$ cat config.mk
export PLATFORM = sky130hd
export DESIGN_NAME = i2c_xlate_sched
export DESIGN_NICKNAME = d
export VERILOG_FILES = /design/src/rtl/i2c_xlate_sched.sv
export SDC_FILE = /design/constraint.sdc
export NUM_CORES = 1
export LEC_CHECK = 0
export BUFFER_PORTS_ARGS = -buffer_cell sky130_fd_sc_hd__clkbuf_2
export CAP_MARGIN = 20
export CORE_ASPECT_RATIO = 2
export CORE_MARGIN = 3
export CORE_UTILIZATION = 59
export DETAILED_ROUTE_END_ITERATION = 8
export HOLD_SLACK_MARGIN = 0.15
export PLACE_DENSITY = 0.85
export SLEW_MARGIN = 20
export SYNTH_ARGS = -nofsm -noshare
export SYNTH_HDL_FRONTEND = slang
export SYNTH_SLANG_ARGS = --single-unit
$ cat constraint.sdc
create_clock -name clk -period 5.4 [get_ports clk]
set_input_delay 1.62 -clock clk [delete_from_list [all_inputs] [get_ports clk]]
set_output_delay 1.62 -clock clk [all_outputs]
set_load 0.01 [all_outputs]
$ cat src/rtl/i2c_xlate_sched.sv
// I2C address translator / scheduler.
// An upstream slave front end stretches SCL while this block decides what to
// do with each captured address or write byte. Writes to one of two virtual
// addresses are forwarded to a downstream master on bus A or bus B under the
// matching physical address; anything else is NACKed upstream. Every
// downstream step is guarded by a timeout so a dead bus cannot hold the
// upstream clock stretched forever.
module i2c_xlate_sched #(
    parameter int          NUM_BYTES_WR = 3,
    parameter logic [6:0]  VADDR_A      = 7'h58,
    parameter logic [6:0]  VADDR_B      = 7'h59,
    parameter logic [6:0]  PADDR_A      = 7'h48,
    parameter logic [6:0]  PADDR_B      = 7'h49,
    parameter logic [15:0] TIMEOUT_CYC  = 16'd50000
) (
    input  logic       clk,
    input  logic       reset_n,
    input  logic       us_req,
    input  logic [6:0] us_addr,
    input  logic       us_rw,
    input  logic       us_byte_valid,
    input  logic [7:0] us_byte,
    input  logic       us_stop,
    output logic       us_release,
    output logic       us_ack,
    output logic       dm_start,
    output logic [1:0] dm_sel,
    output logic [6:0] dm_addr,
    output logic       dm_rw,
    output logic       dm_wvalid,
    output logic [7:0] dm_wdata,
    input  logic       dm_done,
    input  logic       dm_ack,
    input  logic       dm_busy,
    output logic       dm_stop,
    output logic       err_timeout
);

    typedef enum logic [2:0] {
        IDLE,
        LOOKUP,
        WAIT_ADDR,
        XFER,
        WAIT_BYTE,
        STOP
    } state_t;

    localparam logic [1:0]  MAX_BYTES  = 2'(NUM_BYTES_WR);
    localparam logic [15:0] TIMER_LAST = TIMEOUT_CYC - 16'd1;

    state_t      state_reg, state_next;
    logic [6:0]  addr_reg, addr_next;
    logic        rw_reg, rw_next;
    logic [1:0]  count_reg, count_next;
    logic [15:0] timer_reg, timer_next;
    logic        stop_pend_reg, stop_pend_next;

    logic        us_release_reg, us_release_next;
    logic        us_ack_reg, us_ack_next;
    logic        dm_start_reg, dm_start_next;
    logic [1:0]  dm_sel_reg, dm_sel_next;
    logic [6:0]  dm_addr_reg, dm_addr_next;
    logic        dm_wvalid_reg, dm_wvalid_next;
    logic [7:0]  dm_wdata_reg, dm_wdata_next;
    logic        dm_stop_reg, dm_stop_next;
    logic        err_timeout_reg, err_timeout_next;

    // One compare per virtual address; bit 0 = bus A, bit 1 = bus B.
    logic [1:0] addr_hit;
    genvar gi;
    generate
        for (gi = 0; gi < 2; gi++) begin : g_map
            localparam logic [6:0] VADDR = (gi == 0) ? VADDR_A : VADDR_B;
            assign addr_hit[gi] = (addr_reg == VADDR);
        end
    endgenerate

    // State and registered outputs; reset drops everything without a STOP.
    always_ff @(posedge clk) begin
        if (!reset_n) begin
            state_reg       <= IDLE;
            addr_reg        <= '0;
            rw_reg          <= 1'b0;
            count_reg       <= '0;
            timer_reg       <= '0;
            stop_pend_reg   <= 1'b0;
            us_release_reg  <= 1'b0;
            us_ack_reg      <= 1'b0;
            dm_start_reg    <= 1'b0;
            dm_sel_reg      <= 2'b00;
            dm_addr_reg     <= '0;
            dm_wvalid_reg   <= 1'b0;
            dm_wdata_reg    <= '0;
            dm_stop_reg     <= 1'b0;
            err_timeout_reg <= 1'b0;
        end else begin
            state_reg       <= state_next;
            addr_reg        <= addr_next;
            rw_reg          <= rw_next;
            count_reg       <= count_next;
            timer_reg       <= timer_next;
            stop_pend_reg   <= stop_pend_next;
            us_release_reg  <= us_release_next;
            us_ack_reg      <= us_ack_next;
            dm_start_reg    <= dm_start_next;
            dm_sel_reg      <= dm_sel_next;
            dm_addr_reg     <= dm_addr_next;
            dm_wvalid_reg   <= dm_wvalid_next;
            dm_wdata_reg    <= dm_wdata_next;
            dm_stop_reg     <= dm_stop_next;
            err_timeout_reg <= err_timeout_next;
        end
    end

    // Next-state and output decisions; pulses default low, the rest hold.
    always_comb begin
        state_next       = state_reg;
        addr_next        = addr_reg;
        rw_next          = rw_reg;
        count_next       = count_reg;
        timer_next       = timer_reg;
        stop_pend_next   = stop_pend_reg;
        us_release_next  = 1'b0;
        us_ack_next      = us_ack_reg;
        dm_start_next    = 1'b0;
        dm_sel_next      = dm_sel_reg;
        dm_addr_next     = dm_addr_reg;
        dm_wvalid_next   = 1'b0;
        dm_wdata_next    = dm_wdata_reg;
        dm_stop_next     = 1'b0;
        err_timeout_next = err_timeout_reg;

        case (state_reg)
            IDLE: begin
                if (us_req) begin
                    addr_next        = us_addr;
                    rw_next          = us_rw;
                    err_timeout_next = 1'b0;
                    stop_pend_next   = 1'b0;
                    state_next       = LOOKUP;
                end
            end

            LOOKUP: begin
                if ((addr_hit != 2'b00) && !rw_reg) begin
                    dm_sel_next   = addr_hit[0] ? 2'b01 : 2'b10;
                    dm_addr_next  = addr_hit[0] ? PADDR_A : PADDR_B;
                    dm_start_next = 1'b1;
                    count_next    = '0;
                    timer_next    = '0;
                    state_next    = WAIT_ADDR;
                end else begin
                    // Reads and unknown addresses are refused upstream.
                    us_release_next = 1'b1;
                    us_ack_next     = 1'b0;
                    state_next      = IDLE;
                end
            end

            WAIT_ADDR, WAIT_BYTE: begin
                // A STOP seen while waiting is deferred until the byte resolves.
                if (us_stop) begin
                    stop_pend_next = 1'b1;
                end
                if (dm_done) begin
                    // dm_done wins even on the cycle the timer would expire.
                    us_release_next = 1'b1;
                    us_ack_next     = dm_ack;
                    if ((state_reg == WAIT_BYTE) && (count_reg < MAX_BYTES)) begin
                        count_next = count_reg + 2'd1;
                    end
                    if (dm_ack && !stop_pend_reg && !us_stop) begin
                        state_next = XFER;
                    end else begin
                        state_next = STOP;
                    end
                end else if (timer_reg >= TIMER_LAST) begin
                    us_release_next  = 1'b1;
                    us_ack_next      = 1'b0;
                    err_timeout_next = 1'b1;
                    state_next       = STOP;
                end else begin
                    timer_next = timer_reg + 16'd1;
                end
            end

            XFER: begin
                if (us_stop) begin
                    state_next = STOP;
                end else if (us_byte_valid) begin
                    if (count_reg < MAX_BYTES) begin
                        dm_wvalid_next = 1'b1;
                        dm_wdata_next  = us_byte;
                        timer_next     = '0;
                        state_next     = WAIT_BYTE;
                    end else begin
                        // Byte budget used up: NACK without forwarding.
                        us_release_next = 1'b1;
                        us_ack_next     = 1'b0;
                    end
                end
            end

            STOP: begin
                if (!dm_busy) begin
                    dm_sel_next = 2'b00;
                    state_next  = IDLE;
                end
            end

            default: begin
                state_next = IDLE;
            end
        endcase

        // Downstream STOP is issued exactly once, as STOP is entered.
        if ((state_next == STOP) && (state_reg != STOP)) begin
            dm_stop_next = 1'b1;
        end
    end

    assign us_release  = us_release_reg;
    assign us_ack      = us_ack_reg;
    assign dm_start    = dm_start_reg;
    assign dm_sel      = dm_sel_reg;
    assign dm_addr     = dm_addr_reg;
    assign dm_rw       = 1'b0;
    assign dm_wvalid   = dm_wvalid_reg;
    assign dm_wdata    = dm_wdata_reg;
    assign dm_stop     = dm_stop_reg;
    assign err_timeout = err_timeout_reg;

endmodule

=== Word level (Yosys, flattened, before mapping) ===
Cells that the tools add are included.
W data, S select, Z words.

* Flip-flop bits (word level): 53
* Bits of input ports: 24
* Output and inout port bits: 24
* Word-level logic and storage cells: 122

* $add $sub $neg: 2
* Magnitude comparators: 2
* Equal/unequal tests: 24
* Multiplexer cells: 49
* Bitwise logic cells: 4
* Reductions and logical operators: 26

{| class="wikitable"
|+ Operators by type and width
! kind !! number
|-
| $mux W16 || 6
|-
| $pmux W16 S3 || 1
|-
| $ne A2 B2 Y1 const B || 14
|-
| $mux W3 || 8
|-
| $mux W1 || 20
|-
| $add A16 B1 Y16 const B || 1
|-
| $ge A16 B16 Y1 const B || 1
|-
| $pmux W3 S5 || 1
|-
| $eq A7 B7 Y1 const B || 2
|-
| $mux W2 || 7
|-
| $reduce_and A4 Y1 || 3
|-
| $eq A3 B3 Y1 const B || 3
|-
| $pmux W2 S2 || 2
|-
| $reduce_bool A2 Y1 || 4
|-
| $reduce_and A7 Y1 || 1
|-
| $eq A3 B2 Y1 const B || 2
|-
| $ne A3 B3 Y1 const B || 2
|-
| $pmux W1 S3 || 2
|-
| $reduce_and A2 Y1 || 3
|-
| $reduce_and A3 Y1 || 2
|-
| $reduce_and A6 Y1 || 1
|-
| $logic_and A1 B1 Y1 || 5
|-
| $not A1 Y1 || 4
|-
| $pmux W1 S2 || 2
|-
| 8 further kinds || 10
|}

=== Logic depth before layout (Yosys ltp) ===
Gate-level depths: netlist (run 1).

* Depth in word-level cells: 9
* Mapped depth: 8
* Mapped depth without buffers: 6

=== Least setup slack after synthesis (run 1) ===
OpenSTA, ideal clock, no wires.

* Kind: input to register
* From: input port dm_done
* To: register timer_reg[11]
* Setup time: 72 ps
* Arrival time: 3214 ps
* Required time: 5328 ps
* Slack: 2114 ps
* Cell stages on the path: 7
* Path through: clkbuf_1 > o21ai_0 > o221ai_1 > or3_4 > buf_6 > or4_1 > a21oi_1

* Cells in the longest elaborated chain, start to end: 2

{| class="wikitable"
|+ RTL lines
! element !! RTL line !! text
|-
| from (decl) || 32 || <nowiki>input logic dm_done,</nowiki>
|-
| $ne A2 B2 Y1 (no line) || - ||
|-
| $reduce_and A7 Y1 (no line) || - ||
|-
| to (signal assigned) || 101 || <nowiki>timer_reg <= timer_next;</nowiki>
|-
| to (decl) || 55 || <nowiki>logic [15:0] timer_reg, timer_next;</nowiki>
|}

No other way between the ends.
A chain may end at the register's enable or synchronous reset.

=== Final worst setup path (run 1) ===
* From: input port us_stop
* To: register timer_reg[12]

* Cells in the longest elaborated chain, start to end: 2

{| class="wikitable"
|+ RTL lines
! element !! RTL line !! text
|-
| from (decl) || 23 || <nowiki>input logic us_stop,</nowiki>
|-
| $ne A2 B2 Y1 (no line) || - ||
|-
| $reduce_and A7 Y1 (no line) || - ||
|}

No other way between the ends.

==> results of run 1 <==
-- stage by stage --
step	setup slack, ns	area, µm²	power [mW]	util (%)	hold slack, ns
after floorplan	2.11	2410	0.403	-	0.432
after global placement	2.04	2560	0.415	66.0	0.441
after detailed placement	1.97	2560	0.416	66.0	0.449
after CTS	2.29	2660	0.635	68.4	0.462
after global routing	2.04	2660	0.654	68.4	0.487
final	2.27	2660	0.633	68.4	0.461
-- worst min-delay path: stages, from the launching register on --
cell	delay (ns)
sky130_fd_sc_hd__dfxtp_1	0.32
sky130_fd_sc_hd__nand2_1	0.05
sky130_fd_sc_hd__a21oi_1	0.05
-- logic make-up after synthesis --
family	count (synthesis)
multiplexers	13
AO/OA/AOI/OAI	63
AND/OR/NAND/NOR	137
XOR/XNOR	1
other	1
buffers and inverters	26
adder cells (fa/ha/maj)	2
flip-flops	48
-- per-layer routing --
metal	up-vias	wire (µm)	global-route usage (%)
li1	1092	-	-
met1	1019	1960	24.0
met2	71	2970	46.4
met3	32	218	4.34
met4	0	345	19.8
met5	-	0	0
-- synthesized netlist by cell type (2+ instances only) --
library cell               count
sky130_fd_sc_hd__and2_1        2
sky130_fd_sc_hd__a21oi_1      26
sky130_fd_sc_hd__mux2i_1      13
sky130_fd_sc_hd__inv_1         5
sky130_fd_sc_hd__nor3b_1       2
sky130_fd_sc_hd__nor4_1        6
sky130_fd_sc_hd__nor2_1       25
sky130_fd_sc_hd__dfxtp_1      48
sky130_fd_sc_hd__o31ai_1       8
sky130_fd_sc_hd__nand4b_1      2
sky130_fd_sc_hd__or3b_2        2
sky130_fd_sc_hd__buf_4         7
sky130_fd_sc_hd__nand3_1       5
sky130_fd_sc_hd__or4_1         6
sky130_fd_sc_hd__and3_1        5
sky130_fd_sc_hd__nand4_1       4
sky130_fd_sc_hd__clkbuf_1     12
sky130_fd_sc_hd__o21ai_0      12
sky130_fd_sc_hd__nor2b_1       2
sky130_fd_sc_hd__o21a_1        4
sky130_fd_sc_hd__buf_6         2
sky130_fd_sc_hd__nand2b_1     13
sky130_fd_sc_hd__ha_1          2
sky130_fd_sc_hd__nor4b_1       2
sky130_fd_sc_hd__nor3_1        8
sky130_fd_sc_hd__or2_2         2
sky130_fd_sc_hd__nand2_1      40
sky130_fd_sc_hd__or3_1         4
-- power by group through the flow --
stage / registers (mW) / logic [mW] / clock network [mW]
global placement: 0.371 / 0.0444 / 0
detailed placement: 0.371 / 0.0452 / 0
finish: 0.363 / 0.0456 / 0.225
floorplan: 0.368 / 0.0351 / 0
CTS: 0.362 / 0.0454 / 0.227
global route: 0.363 / 0.0521 / 0.239
-- cell type report --
cell class              instances  area (µm²)
repair buffers                 42         210
fillers                       335        1230
well taps                      51        63.8
clock inverters                 1        7.51
flip-flops and latches         48         961
multi-input cells             221        1310
inverters                       5        18.8
clock buffers                   7        86.3
-- path summary, 6_finish.rpt --
path	start	slack, ns	end
worst max-delay path	us_stop	2.27	timer_reg[12]
worst min-delay path	rw_reg	0.46	rw_reg
worst max register to register	timer_reg[0]	2.68	timer_reg[15]
worst min register to register	rw_reg	0.46	rw_reg
-- layout by cell type, fill, tap and decap left out, types with 4 or more instances in the layout --
master,count
sky130_fd_sc_hd__dfxtp_1,48
sky130_fd_sc_hd__clkbuf_2,42
sky130_fd_sc_hd__nand2_1,40
sky130_fd_sc_hd__a21oi_1,26
sky130_fd_sc_hd__nor2_1,25
sky130_fd_sc_hd__nand2b_1,13
sky130_fd_sc_hd__mux2i_1,13
sky130_fd_sc_hd__o21ai_0,12
sky130_fd_sc_hd__nor3_1,8
sky130_fd_sc_hd__o31ai_1,8
sky130_fd_sc_hd__nor4_1,6
sky130_fd_sc_hd__or4_1,6
sky130_fd_sc_hd__clkbuf_8,6
sky130_fd_sc_hd__inv_1,5
sky130_fd_sc_hd__nand3_1,5
sky130_fd_sc_hd__and3_1,5
sky130_fd_sc_hd__conb_1,5
sky130_fd_sc_hd__o21a_1,4
sky130_fd_sc_hd__or3_1,4
sky130_fd_sc_hd__nand4_1,4
==> impl_results.md, run 1 <==
- Relative slew slack: between 40% and 50%
- Worst hold-check path type: reg -> reg
- CP peak stage delay: 0.53 ns
- Arrival time of data at the critical path endpoint: between 3 and 4 ns
- Number of hold-repair buffers added at the cts stage: 0
- Total number of yosys warnings: 0
- Detailed-route wire length per cell: between 10 and 15 µm
- Critical path buffer and inverter count: 1
- Layout overhead on the synthesized area: 11.0%
- Effective utilization at floorplan: between 60% and 70%
- Count of endpoints failing hold in the final timing report: 0
- Total stage count of the critical path: 6
- Clock network fraction of design power: between 30% and 40%
- Min Clock Period, post-route: between 3 and 4 ns
- Post-synth cell types: 50
- Root buffer selected by CTS: sky130_fd_sc_hd__clkbuf_8
- Xor/xnor cell area share of the yosys netlist: less than 1%
- Number of gates given a new drive strength after cts: 0
- Routability Congestion: about 0.84
- Final-report max-slew violation count: 0
- Clock-pin slew on the worst setup and hold paths: approximately 0.09 ns
- FF-to-FF path depth: 6
- Die Span X: roughly 51 µm
- Worst Hold Path Cells: 2
- Flip-flop count of the largest register after layout: 16
- Sequential area share after synthesis: between 40% and 50%
- Number of instances in the synthesized netlist: approximately 290
- H-Tree Depth: 2
- Net Sw Power: 0.153 mW
- Cell taking the most area after synthesis: sky130_fd_sc_hd__dfxtp_1
- Total power density per cell area: around 240 nW/µm²
- Initial antenna violation count: 0
- Maximum number of buffers from clock root to sink: 2
- Row count: 32
- Total congestion overflow after global routing: 0
- Critical path launch point type: input pin
- Switching fraction of total power: 24.1%
- Setup_tns: 0 ns
- List of cells traversed by the critical path: clkbuf_2 > nor3b_1 > o221ai_1 > or3_4 > o21ai_1 > a21oi_1
- Post-synthesis adder-cell area fraction: under 10%
- DP HPWL: 4200 µm
- Number of global-route vias before repair: between 2000 and 2500
- RSZ-0062 raised after global routing: false
- Setup violators final: 0
- Number of flops mapped to enable cells by yosys: 0
- Clock net sink count: between 40 and 50
- Sequential share of power: between 50% and 60%
- Clock buffer count from CTS: 5
- Top FF cell, synth: sky130_fd_sc_hd__dfxtp_1
- Crit share post-route: slightly below 60%
- Synth async-reset ratio: 0%
- Number of antenna cells inserted: 0
- Main combinational cell family by area after synthesis: simple AND/OR/NAND/NOR gates
- Iteration-0 DRC count of the detailed router: 57
- Transition time at the pin with the least slew margin: ~0.83 ns
- Ranking of synthesized cells by area: sky130_fd_sc_hd__dfxtp_1 (40%), sky130_fd_sc_hd__nand2_1 (6.3%), sky130_fd_sc_hd__a21oi_1 (5.4%)
- Kind of end point of the critical path: register
- Total global routing track utilization: 25.4%
- Compound-gate portion of the synthesized area: between 10% and 20%
- Dpl cells: ~370
- Average footprint of a synthesized cell: a little over 8 µm²
- Count of antenna-violating nets left after detailed routing: 0
- Post-synthesis share of cell area spent on and, or, nand and nor gates: around 31%
- Leakage power total: approximately 1.1 nW
- Number of input and output port buffers inserted: 42
- Design internal power: ~0.48 mW
- Wire length of the first global-routing pass: around 9500 µm
- Portion of total power attributed to combinational logic: 7.2%
- Fraction of final layout cells sized beyond drive strength 1: between 15 and 20%
- Result of the run: complete, no violations
- Buffers inserted during post-CTS setup optimization: 0
- I/O pin count: between 40 and 50
- Total of max-cap violations: 0
- Final wirelength: approximately 5500 µm
- Total via count in the routed design: between 2000 and 2500
- Net count, final: roughly 350
- Synth Cell Area: between 2000 and 2500 µm²
- Die outline height: ~96 µm
- Proportion of synthesized area in mux cells: about 5.4%
- TritonCTS clock tree: yes
- Data required, critical path: ~5.6 ns
- Top cell type's share of synthesized area: between 40% and 50%
- Top cell family by delay on the critical path: compound AO/OA/AOI/OAI gates
- DRC viols: 0
- Non-filler cells, final: 375
- VDD IR max: around 0.22 mV
- Number of synthesized register bits: 48
- Slowest cell on the critical path: sky130_fd_sc_hd__or3_4
- Die outline area: 4910 µm²
- Critical-path maximum fanout: 21
- Clock latency on the worst-skew pair: ~0.3 ns
- Pre-antenna DRT Iters: 5
- Upper clock frequency limit: between 0.3 and 0.4 GHz
- Maximum number of pins on one net before global-route repair: 27
- Critical setup path kind: in -> reg
- Core ar.: approximately 3900 µm²
- Setup Skew: roughly 0.009 ns
- Vias per cell: around 5.9
Power figures use the tool's default switching activity.
==> inputs of run 2 (changes only) <==
Settings changed: ABC_AREA set to 1, CORE_UTILIZATION 59 to 55, PLACE_DENSITY 0.85 to 0.79.
Clock period 5.4 ns to 3.1 ns, I/O delays scaled along.
==> impl_results.md, run 2 <==
- List of cells traversed by the critical path: clkbuf_2 > inv_1 > nand3_1 > nand2_1 > nand2_4 > nor2_8 > nand2_8 > clkinv_4 > nand2_1 > a21oi_1
- Count of antenna-violating nets left after detailed routing: 0 (unchanged)
- Fraction of final layout cells sized beyond drive strength 1: 17.9% (+0.58 points)
- Total of max-cap violations: 0 (unchanged)
- DRC viols: 0 (unchanged)
- Total congestion overflow after global routing: 0 (unchanged)
- Slowest cell on the critical path: sky130_fd_sc_hd__nor2_8
- Die Span X: 53.6 µm (+4.9%)
- Row count: 34 (+6.3%)
- Number of gates given a new drive strength after cts: 0 (unchanged)
- I/O pin count: 48 (unchanged)
- Critical setup path kind: in -> reg
- Transition time at the pin with the least slew margin: 0.809 ns (-0.0250 ns)
- Worst Hold Path Cells: 2 (unchanged)
- Iteration-0 DRC count of the detailed router: 45 (-21%)
- Maximum number of pins on one net before global-route repair: 26 (-3.7%)
- Relative slew slack: 46.0% (+2.0 points)
- H-Tree Depth: 2 (unchanged)
- Data required, critical path: 3.32 ns (-2.24 ns)
- Post-synthesis adder-cell area fraction: 1.01% (-0.039 points)
- Most frequently used cell type in the post-synthesis netlist: sky130_fd_sc_hd__nand2_1
- Synth Cell Area: 2490 µm² (+3.9%)
- Net count, final: 428 (+23%)
- Proportion of synthesized area in mux cells: 0% (-5.4 points)
- Number of input and output port buffers inserted: 42 (unchanged)
- Clock-pin slew on the worst setup and hold paths: 0.09 ns (about the same)
- Leakage power total: 1.15 nW (+6.9%)
- Number of antenna cells inserted: 0 (unchanged)
- Layout overhead on the synthesized area: 12.2%
- Ranking of synthesized cells by area: sky130_fd_sc_hd__dfxtp_1 (39%), sky130_fd_sc_hd__nand2_1 (12%), sky130_fd_sc_hd__nor2_1 (10%)
- Maximum number of buffers from clock root to sink: 2 (unchanged)
- Sequential area share after synthesis: 38.6% (-1.5 points)
- Reg-to-reg critical path startpoint: timer_reg[0]
- FF-to-FF path depth: 10 (+4)
- Critical path's most frequent cell: sky130_fd_sc_hd__nand2_1
- Min Clock Period, post-route: 1.91 ns
- Vias per cell: 5.18 (-12%)
- Total via count in the routed design: 2366 (+6.9%)
- Effective utilization at floorplan: 57.3% (-4.3 points)
- Root buffer selected by CTS: sky130_fd_sc_hd__clkbuf_8
- DP Worst Slack: 0.883 ns (-1.09 ns)
- Number of synthesized register bits: 48 (unchanged)
- Setup violators final: 0 (unchanged)
- Setup_tns: 0 ns (unchanged)
- Main combinational cell family by area after synthesis: simple AND/OR/NAND/NOR gates
- Critical path launch point type: input pin
- Clock buffer count from CTS: 5 (unchanged)
- Post-synth cell types: 33 (-34%)
- Crit share post-route: ~62%
- Pre-antenna DRT Iters: 4 (-1)
- Met2 wire length: 3220 µm (+8.6%)
- Arrival time of data at the critical path endpoint: 2.13 ns (-1.16 ns)
- Clock net sink count: 48 (unchanged)
- Routability Congestion: 0.957 (+14%)
- VDD IR max: 0.360 mV (+64%)
- DP HPWL: 4390 µm (+4.7%)
- Worst hold start: addr_reg[0]
- Total power density per cell area: 395 nW/µm² (+66%)
- Average footprint of a synthesized cell: 6.85 µm² (-17%)
- Number of hold-repair buffers added at the cts stage: 0 (unchanged)
- Wire length of the first global-routing pass: 9340 µm (-1.8%)
- Final-report max-slew violation count: 0 (unchanged)
- Worst hold-check path type: reg -> reg
- RSZ-0062 raised after global routing: false
- Total number of yosys warnings: 0 (unchanged)
- Critical-path maximum fanout: 16 (-24%)
- Destination of the worst hold path: addr_reg[0]
- Synth async-reset ratio: 0% (unchanged)
- Total global routing track utilization: 22.9% (-2.5 points)
- DRT met1 WL: 2010 µm (+2.3%)
- Total power after layout: 1.10 mW (+74%)
- Die outline area: 5410 µm² (+10%)
- Kind of end point of the critical path: register
- Dpl cells: 449 (+22%)
- Capture instance of the worst register-to-register path: timer_reg[10]
- Buffers inserted during post-CTS setup optimization: 0 (unchanged)
- List of most frequent post-synthesis cells: sky130_fd_sc_hd__nand2_1 (79), sky130_fd_sc_hd__nor2_1 (69), sky130_fd_sc_hd__dfxtp_1 (48)
- Commonest cells after routing, fill and taps aside: sky130_fd_sc_hd__nand2_1 (79), sky130_fd_sc_hd__nor2_1 (69), sky130_fd_sc_hd__dfxtp_1 (48)
- Top cell type's share of synthesized area: 38.6% (-1.5 points)
- Xor/xnor cell area share of the yosys netlist: 2.82% (+2.5 points)
- Upper clock frequency limit: around 0.52 GHz
- Number of instances in the synthesized netlist: 363 (+25%)
- Non-filler cells, final: 457 (+22%)
- Compound-gate portion of the synthesized area: 11.4% (-5.0 points)
- Result of the run: complete, no violations
- Count of endpoints failing hold in the final timing report: 0 (unchanged)
- Post-synthesis share of cell area spent on and, or, nand and nor gates: 37.5% (+6.9 points)
- Most frequent standard cell in the layout excluding fill and tap cells: sky130_fd_sc_hd__nand2_1
- Top FF cell, synth: sky130_fd_sc_hd__dfxtp_1
- Cell taking the most area after synthesis: sky130_fd_sc_hd__dfxtp_1
- Detail Route met3 WL: 165 µm (-24%)
- Flip-flop count of the largest register after layout: 16 (unchanged)
- Start point of the critical path: us_stop
- TritonCTS clock tree: yes
- Setup Skew: 0.00403 ns (-0.00499 ns)
- Top routing layer in use: met4
- CP peak stage delay: 0.19 ns (-0.34 ns)
- Clock latency on the worst-skew pair: 0.30 ns (about the same)
- Final setup margin: 1.19 ns (-1.08 ns)
- Reg-to-reg slack, setup: 1.32 ns (-1.36 ns)
- Number of flops mapped to enable cells by yosys: 0 (unchanged)
- Number of global-route vias before repair: 2284 (+3.5%)
- Initial antenna violation count: 0 (unchanged)
- Detailed-route wire length per cell: 12.2 µm (-16%)
- Core ar.: 4340 µm² (+12%)
- Die outline height: 101 µm (+5.2%)
- Final wirelength: 5600 µm (+1.8%)
run 2: changes by cell type in the layout (fill, tap and decap cells not counted), sizes merged, moves of 6 or more:
cell	delta
inv	+25
mux2i	-13
nand2	+48
nand2b	-13
nand3	+24
nor2	+49
nor4	-6
o21ai	+8
o31ai	-8
or4	-6
xor2	+8
run 2: worst max path at each step:
stage / endpoint / slack [ns] / depth (start not counted)
final: timer_reg[10] / 1.19 / 10
after global routing: dm_addr[0] / 1.10 / 3
after CTS: timer_reg[10] / 1.20 / 10
after detailed placement: timer_reg[10] / 0.88 / 10
after global placement: timer_reg[11] / 0.94 / 10
after floorplan: timer_reg[12] / 1.14 / 9
run 2: layout make-up:
class / instances / area (µm²)
repair buffers: 42 / 210
flip-flops and latches: 48 / 961
inverters: 32 / 125
fillers: 451 / 1550
multi-input cells: 273 / 1330
well taps: 54 / 67.6
clock inverters: 2 / 15.0
clock buffers: 6 / 82.6
run 2: worst max-delay path, delay by kind of cell:
kind | cells | cell delay, ns
simple gates | 6 | 0.75
buf+inv | 3 | 0.31
compound gates | 1 | 0.13
run 2: cell families (layout without fill, tap and decap cells):
logic type / Yosys count / after routing
and+or+nand+nor: 204 / 204
AOI/OAI and AO/OA: 54 / 54
DFF: 48 / 48
buffers and inverters: 46 / 82
xor gates and xnor gates: 8 / 8
adders and majority gates: 2 / 2
other: 1 / 5
run 2: stage by stage:
stage | utilization, % | hold slack (ns) | area (µm²)
after global routing | 64.3 | 0.476 | 2790
after CTS | 64.3 | 0.462 | 2790
final | 64.3 | 0.456 | 2790
after global placement | 62.1 | 0.447 | 2690
after floorplan | - | 0.429 | 2500
after detailed placement | 62.1 | 0.448 | 2690
run 2: where the power goes:
group	leakage, nW	total [mW]	switching (mW)	internal, mW
clock network	0.0434	0.387	0.206	0.181
registers	0.389	0.634	0.00572	0.628
logic	0.714	0.0828	0.0546	0.0281
run 2: routing by layer:
metal,vias up,GRT usage (%)
li1,1231,-
met1,1074,21.3
met2,43,44.3
met3,18,2.96
met4,0,12.4
met5,-,0
